$ cat src/rtl/sie_piso_serializer.sv
// rtl/sie_piso_serializer.sv - SIE transmit parallel-to-serial shifter with optional bit stuffing
//
// Purpose:
//   Takes words from the packet byte source over a valid/ready handshake and
//   shifts them out one bit per bit_en strobe towards the NRZI encoder. A
//   one-word holding buffer keeps consecutive words gap-free. When STUFF_EN
//   is set, a 0 is inserted after STUFF_RUN consecutive emitted ones.
//
// Ports:
//   clk        rising-edge clock
//   reset      asynchronous, active-low reset
//   bit_en     bit-slot strobe; one bit is emitted per edge with bit_en=1
//   in_data    word to transmit
//   in_valid   in_data is valid
//   in_ready   a word can be accepted this cycle (holding buffer empty)
//   ser_out    registered serial bit
//   ser_valid  ser_out holds a transmitted bit (data or stuff)
//   word_done  one-cycle pulse on the edge that registers a word's final data bit
//   busy       a word is in flight or waiting in the holding buffer

module sie_piso_serializer #(
   parameter int DATA_W    = 8,
   parameter bit LSB_FIRST = 1'b1,
   parameter bit STUFF_EN  = 1'b1,
   parameter int STUFF_RUN = 6
) (
   input  logic              clk,
   input  logic              reset,
   input  logic              bit_en,
   input  logic [DATA_W-1:0] in_data,
   input  logic              in_valid,
   output logic              in_ready,
   output logic              ser_out,
   output logic              ser_valid,
   output logic              word_done,
   output logic              busy
);

   localparam int CNT_W = $clog2(DATA_W + 1);

   typedef enum logic [1:0] {
      IDLE  = 2'd0,
      SHIFT = 2'd1,
      STUFF = 2'd2
   } state_t;

   state_t            state, state_nxt;
   logic [DATA_W-1:0] sh, sh_nxt;
   logic [DATA_W-1:0] hold, hold_nxt;
   logic              hold_full, hold_full_nxt;
   logic [CNT_W-1:0]  bits_left, bits_left_nxt;
   logic [3:0]        run, run_nxt;
   logic              ser_out_nxt, ser_valid_nxt, word_done_nxt;

   logic              accept;
   logic              need_word;
   logic              tx_bit;
   logic [DATA_W-1:0] sh_shifted;
   logic [3:0]        run_inc;
   logic              last_bit;

   assign in_ready = !hold_full;
   assign busy     = (state != IDLE) || hold_full;
   assign accept   = in_valid && in_ready;

   assign tx_bit     = LSB_FIRST ? sh[0] : sh[DATA_W-1];
   assign sh_shifted = LSB_FIRST ? {1'b0, sh[DATA_W-1:1]} : {sh[DATA_W-2:0], 1'b0};
   assign run_inc    = tx_bit ? (run + 4'd1) : 4'd0;
   assign last_bit   = (bits_left == CNT_W'(1));

   always_comb begin
      state_nxt     = state;
      sh_nxt        = sh;
      bits_left_nxt = bits_left;
      hold_nxt      = hold;
      hold_full_nxt = hold_full;
      run_nxt       = run;
      ser_out_nxt   = ser_out;
      ser_valid_nxt = ser_valid;
      word_done_nxt = 1'b0;
      need_word     = 1'b0;

      // Bit-slot actions: only on strobed edges.
      if (bit_en) begin
         case (state)
            IDLE: begin
               // An idle slot breaks the ones run seen by the receiver.
               ser_out_nxt   = 1'b0;
               ser_valid_nxt = 1'b0;
               run_nxt       = 4'd0;
            end
            SHIFT: begin
               sh_nxt        = sh_shifted;
               ser_out_nxt   = tx_bit;
               ser_valid_nxt = 1'b1;
               bits_left_nxt = bits_left - CNT_W'(1);
               run_nxt       = run_inc;
               word_done_nxt = last_bit;
               // A pending stuff bit goes out before the next word is fetched.
               if (STUFF_EN && (run_inc == 4'(STUFF_RUN))) begin
                  state_nxt = STUFF;
               end else if (last_bit) begin
                  need_word = 1'b1;
               end
            end
            STUFF: begin
               ser_out_nxt   = 1'b0;
               ser_valid_nxt = 1'b1;
               run_nxt       = 4'd0;
               if (bits_left != '0) begin
                  state_nxt = SHIFT;
               end else begin
                  need_word = 1'b1;
               end
            end
            default: begin
               state_nxt = IDLE;
            end
         endcase
      end

      // Word intake: independent of bit_en.
      if (state == IDLE) begin
         if (accept) begin
            sh_nxt        = in_data;
            bits_left_nxt = CNT_W'(DATA_W);
            state_nxt     = SHIFT;
         end
      end else if (need_word) begin
         if (hold_full) begin
            // in_ready is low while hold is full, so nothing can be
            // accepted on this edge; hold simply drains into sh.
            sh_nxt        = hold;
            bits_left_nxt = CNT_W'(DATA_W);
            hold_full_nxt = 1'b0;
            state_nxt     = SHIFT;
         end else if (accept) begin
            sh_nxt        = in_data;
            bits_left_nxt = CNT_W'(DATA_W);
            state_nxt     = SHIFT;
         end else begin
            state_nxt     = IDLE;
         end
      end else if (accept) begin
         hold_nxt      = in_data;
         hold_full_nxt = 1'b1;
      end
   end

   always_ff @(posedge clk or negedge reset) begin
      if (!reset) begin
         state     <= IDLE;
         sh        <= '0;
         bits_left <= '0;
         hold      <= '0;
         hold_full <= 1'b0;
         run       <= 4'd0;
         ser_out   <= 1'b0;
         ser_valid <= 1'b0;
         word_done <= 1'b0;
      end else begin
         state     <= state_nxt;
         sh        <= sh_nxt;
         bits_left <= bits_left_nxt;
         hold      <= hold_nxt;
         hold_full <= hold_full_nxt;
         run       <= run_nxt;
         ser_out   <= ser_out_nxt;
         ser_valid <= ser_valid_nxt;
         word_done <= word_done_nxt;
      end
   end

endmodule

$ cat config.mk
export PLATFORM = sky130hd
export DESIGN_NAME = sie_piso_serializer
export DESIGN_NICKNAME = d
export VERILOG_FILES = /design/src/rtl/sie_piso_serializer.sv
export SDC_FILE = /design/constraint.sdc
export NUM_CORES = 1
export LEC_CHECK = 0
export CORE_MARGIN = 4
export CORE_UTILIZATION = 25
export CTS_BUF_LIST = sky130_fd_sc_hd__clkbuf_4 sky130_fd_sc_hd__clkbuf_8
export CTS_CLUSTER_SIZE = 16
export DETAILED_ROUTE_END_ITERATION = 10
export DONT_BUFFER_PORTS = 1
export HOLD_SLACK_MARGIN = 0.02
export SETUP_SLACK_MARGIN = 0.5
export SLEW_MARGIN = 20
export SYNTH_ARGS = -nofsm -noshare
export SYNTH_HDL_FRONTEND = slang
export SYNTH_SLANG_ARGS = --single-unit
$ cat constraint.sdc
create_clock -name clk -period 6.1 [get_ports clk]
set_clock_uncertainty 0.2 [all_clocks]
set_input_delay 1.22 -clock clk [delete_from_list [all_inputs] [get_ports clk]]
set_output_delay 1.22 -clock clk [all_outputs]
set_load 0.1 [all_outputs]
# After elaboration in Yosys (flattened, before gate mapping)
# Index checks and enable logic that the tools add are counted.
classes:
  addsub: 2
  n_eq_ne: 4
  n_mux: 34
  n_bitwise: 2
  n_reduce_logical: 15
op_table:
  columns: ["cell", "n"]
  rows:
  - ["$mux 8", 6]
  - ["$mux 4", 7]
  - ["$mux 2", 6]
  - ["$mux 1", 10]
  - ["$pmux 4 s2", 1]
  - ["$reduce_bool 2->1", 4]
  - ["$pmux 1 s2", 3]
  - ["$pmux 2 s3", 1]
  - ["$reduce_and 2->1", 3]
  - ["$add 4x1->4 const B", 1]
  - ["$eq 4x1->1 const B", 1]
  - ["$eq 4x3->1 const B", 1]
  - ["$reduce_bool 4->1", 1]
  - ["$reduce_or 2->1", 2]
  - ["$sub 4x1->4 const B", 1]
  - ["$reduce_and 3->1", 1]
  - ["$eq 2x1->1 const B", 1]
  - ["$eq 2x2->1 const B", 1]
  - ["$logic_not 2->1", 1]
  - ["$not 1->1", 2]
  - ["$logic_and 1x1->1", 1]
  - ["$logic_not 1->1", 1]
  - ["$logic_or 1x1->1", 1]
totals:
  reg_bits: 30
  inputBits: 12
  out_inout_bits: 5
  word_cells: 66

# Logic depth before layout (Yosys ltp)
depth:
  word_depth: 8
  mapped_depth: 9
  ltp_nobuf: 7

# Least setup slack after synthesis
# OpenSTA, ideal clock, no wires.
synth_path:
  path_kind: "register to output"
  startpoint: "reg hold_full"
  endpoint: "out in_ready"
  arrival_time_ns: 1.605
  required_ns: 4.680
  setup_slack_ns: 3.075
  stages_incl_launch_ff: 3
  n_path_buf: 1
  cell_sequence: "dfrtp_1 inv_1 clkbuf_1"
synth_via:
  elab_chain_cells: 1
synth_lines:
  columns: ["element", "line", "text"]
  rows:
  - ["start, declared", "50", "logic hold_full, hold_full_nxt;"]
  - ["start signal, assigned", "166", "hold_full <= hold_full_nxt;"]
  - ["$logic_not 1->1", "62", "assign in_ready = !hold_full;"]
  - ["end, declared", "32", "output logic in_ready,"]
# Every way passes these cells.

# Final worst setup path
layout_path:
  startpoint: "reg state[0]"
  endpoint: "out busy"
layout_via:
  elab_chain_cells: 2
layout_lines:
  columns: ["element", "line", "text"]
  rows:
  - ["start, declared", "47", "state_t state, state_nxt;"]
  - ["start signal, assigned", "162", "state <= state_nxt;"]
  - ["$reduce_bool 2->1", "63", "assign busy = (state != IDLE) || hold_full;"]
  - ["$logic_or 1x1->1", "63", null]
  - ["end, declared", "36", "output logic busy"]
# Every way passes these cells.

==> impl_metrics.toml <==
[floorplan]
dieArea_sq_mm = 0.00903
ios = 17
rows = 31
core_sq_mm = 0.00729
die_x_microns = 95.0
die_height_microns = 95.0
initial_core_util_pct = 26.0

[min_path]
hold_class = "reg -> reg"

[timing]
fmax_mhz = 296
post-route-min-period_ns = 3.37
setup_violations = 0
period_share_pct = 55.3
rsz0062_at_grt = "false"
max_slew.worst_pin.slew_ns = 0.972
relSlewSlack_pct = 35.0
hold_violations = 0
maxSlewViolCount = 0
finalSetupTns_ns = 0

[yosys]
yosys_warnings = 0
netlist_area_sq_mm = 0.00189
synth_area_per_cell_sq_um = 9.47
synth_nets = 220
synth_edf_count = 0
synthArstFlopShare_pct = 100
ys.flop_type = "dfrtp_1"
yosysSeqAreaShare_pct = 39.7
synth_seq_cells = 30
synth_cell_type_count = 37
netlist_instances = 200

[clocking]
clockRootBuffer = "clkbuf_8"
htreeDepth = 2
clk_latency_ns = 0.29
clock_sinks = 30
cts_repair_resize_count = 0
cts_tree = "done"
cts-hold-fix-buffers = 0
clkTransAtPathRegs_ns = 0.07
cts_buffer_depth = 2
cts_buffers = 5
cts_setup_buffers = 0

[routing]
remaining_drc_errors = 0
drt-total-wl_mm = 4.19
vias_per_cell = 4.87
wl_per_cell_microns = 14.1
drt-pass1-iter-count = 4
num_vias = 1447
antenna_left = 0
drtIter0Drc = 125

[place]
io_buffers = 0
dpl.hpwl_mm = 2.90
gp_congestion = 0.833

[global_routing]
grt_usage_pct = 10.1
grt_pass1_wl_mm = 6.93
overflow = 0
antenna_found_initial = 0
grt_max_degree = 31
grt_pass1_vias = 1408

[worst_setup_path]
critPathArrivalTime_ns = 1.95
cp-end-kind = "output pin"
required_ns = 4.68
path_class = "reg -> out"
worst_setup_path_start_kind = "register"
worstPathMaxFanout = 9

[layout]
finish.utilization_pct = 28.3
multi_input_area_sq_mm = 0.00104
insertedDiodeCount = 0
final_nets = 218
drive_above_1_share_pct = 9.60
area_growth_pct = 8.92
n_fill_cell = 800
regArea_sq_um = 751

[pwr]
power.leakage_uw = 0.000950
power.density_mw_per_mm2 = 425
peakVddDrop_uv = 166

[run]
cap_violations = 0

[run_status]
status = "finished, final reports clean"
==> worst max-delay path: stages (launching register included) <==
cell	delay [ns]
dfrtp_1	0.40
inv_1	0.14
ha_1	0.42
nand2_1	0.70
==> sequential cells by signal (all words and copies together), names as in the netlist <==
register,count
hold,8
bits_left,4
ser_valid,1
ser_out,1
state,2
hold_full,1
run,4
word_done,1
sh,8
==> routing by layer <==
layer / track usage (%) / routed length, microns / part of all wire [%] / vias to the layer above
met1: 13.0 / 1840 / 44 / 691
met3: 3.24 / 368 / 8.8 / 8
met4: 4.57 / 82 / 2.0 / 0
li1: - / - / - / 702
met5: 0 / 0 / 0 / -
met2: 15.4 / 1900 / 45 / 46
==> cell usage after synthesis (all sizes together) (2+ instances only) <==
master / instances / share of area [%]
a32oi: 2 / 0.93
o221ai: 2 / 0.93
nand2: 21 / 4.2
a21oi: 10 / 2.6
ha: 8 / 5.3
nand4bb: 2 / 1.2
o21ai: 21 / 5.6
and2b: 2 / 0.79
buf: 4 / 1.5
mux2: 8 / 6.1
a22o: 4 / 1.9
xnor2: 3 / 1.4
and2: 2 / 0.66
a211oi: 7 / 2.8
inv: 14 / 2.8
nand2b: 4 / 1.3
nand3: 5 / 1.3
clkbuf: 6 / 1.2
xor2: 2 / 0.93
mux2i: 14 / 7.4
nor3: 2 / 0.53
dfrtp: 30 / 40
nor2: 16 / 3.2
==> report_power, final <==
part	total (uW)	internal, uW	switching, uW
clock network	163	87.3	76.1
logic	349	159	191
registers	364	272	91.9
==> final timing paths <==
check                         start        to  slack (ns)  cells after the start
setup / recovery           state[0]      busy        2.73                      3
hold / removal              hold[0]   hold[0]        0.29                      1
setup reg to reg           state[0]   hold[0]        3.14                      7
hold reg to reg             hold[0]   hold[0]        0.29                      1
max in group asynchronous     reset   hold[3]        5.20                      0
min in group asynchronous     reset  state[0]        0.42                      0
==> per-stage QoR <==
stage                     cells  power, uW  area (sq um)  hold slack, ns  setup WS, ns
after floorplan             200        654          1890           0.257          3.08
after global placement      290        709          1980           0.274          3.08
after detailed placement    290        719          1980           0.279          3.05
after CTS                   297        884          2060           0.293          2.72
after global routing        297        940          2060           0.319          2.68
final                       297        877          2060           0.288          2.73
==> kinds of logic after synthesis <==
kind of cell	synth area share [%]
and+or+nand+nor	15.0
AOI/OAI and AO/OA	18.5
DFF	39.7
buffers and inverters	5.68
muxes	13.5
adders and majority gates	5.29
xor gates and xnor gates	2.31
==> placed cells by master, fill, tap and decap left out, types with 2 or more instances in the layout <==
cell type | Yosys | routed
inv_1 | 14 | 14
nor2_1 | 16 | 16
nand2b_1 | 4 | 4
a22o_1 | 4 | 4
dfrtp_1 | 30 | 30
a21oi_1 | 10 | 10
clkbuf_8 | 0 | 5
nor3_1 | 2 | 2
and2_1 | 2 | 2
clkbuf_4 | 0 | 2
mux2_4 | 7 | 7
xnor2_1 | 3 | 3
mux2i_1 | 14 | 14
xor2_1 | 2 | 2
and2b_1 | 2 | 2
ha_1 | 8 | 8
o221ai_1 | 2 | 2
o21ai_0 | 21 | 21
nand2_1 | 21 | 21
nand3_1 | 5 | 5
a32oi_1 | 2 | 2
a211oi_1 | 7 | 7
nand4bb_1 | 2 | 2
==> cell type report <==
cell class / instances / share of cell area (%)
clock buffers: 7 / 4.07
inverters: 15 / 2.73
multi-input cells: 145 / 50.4
flip-flops and latches: 30 / 36.4
well taps: 99 / 6.01
repair buffers: 1 / 0.364
Power figures use the tool's default switching activity.
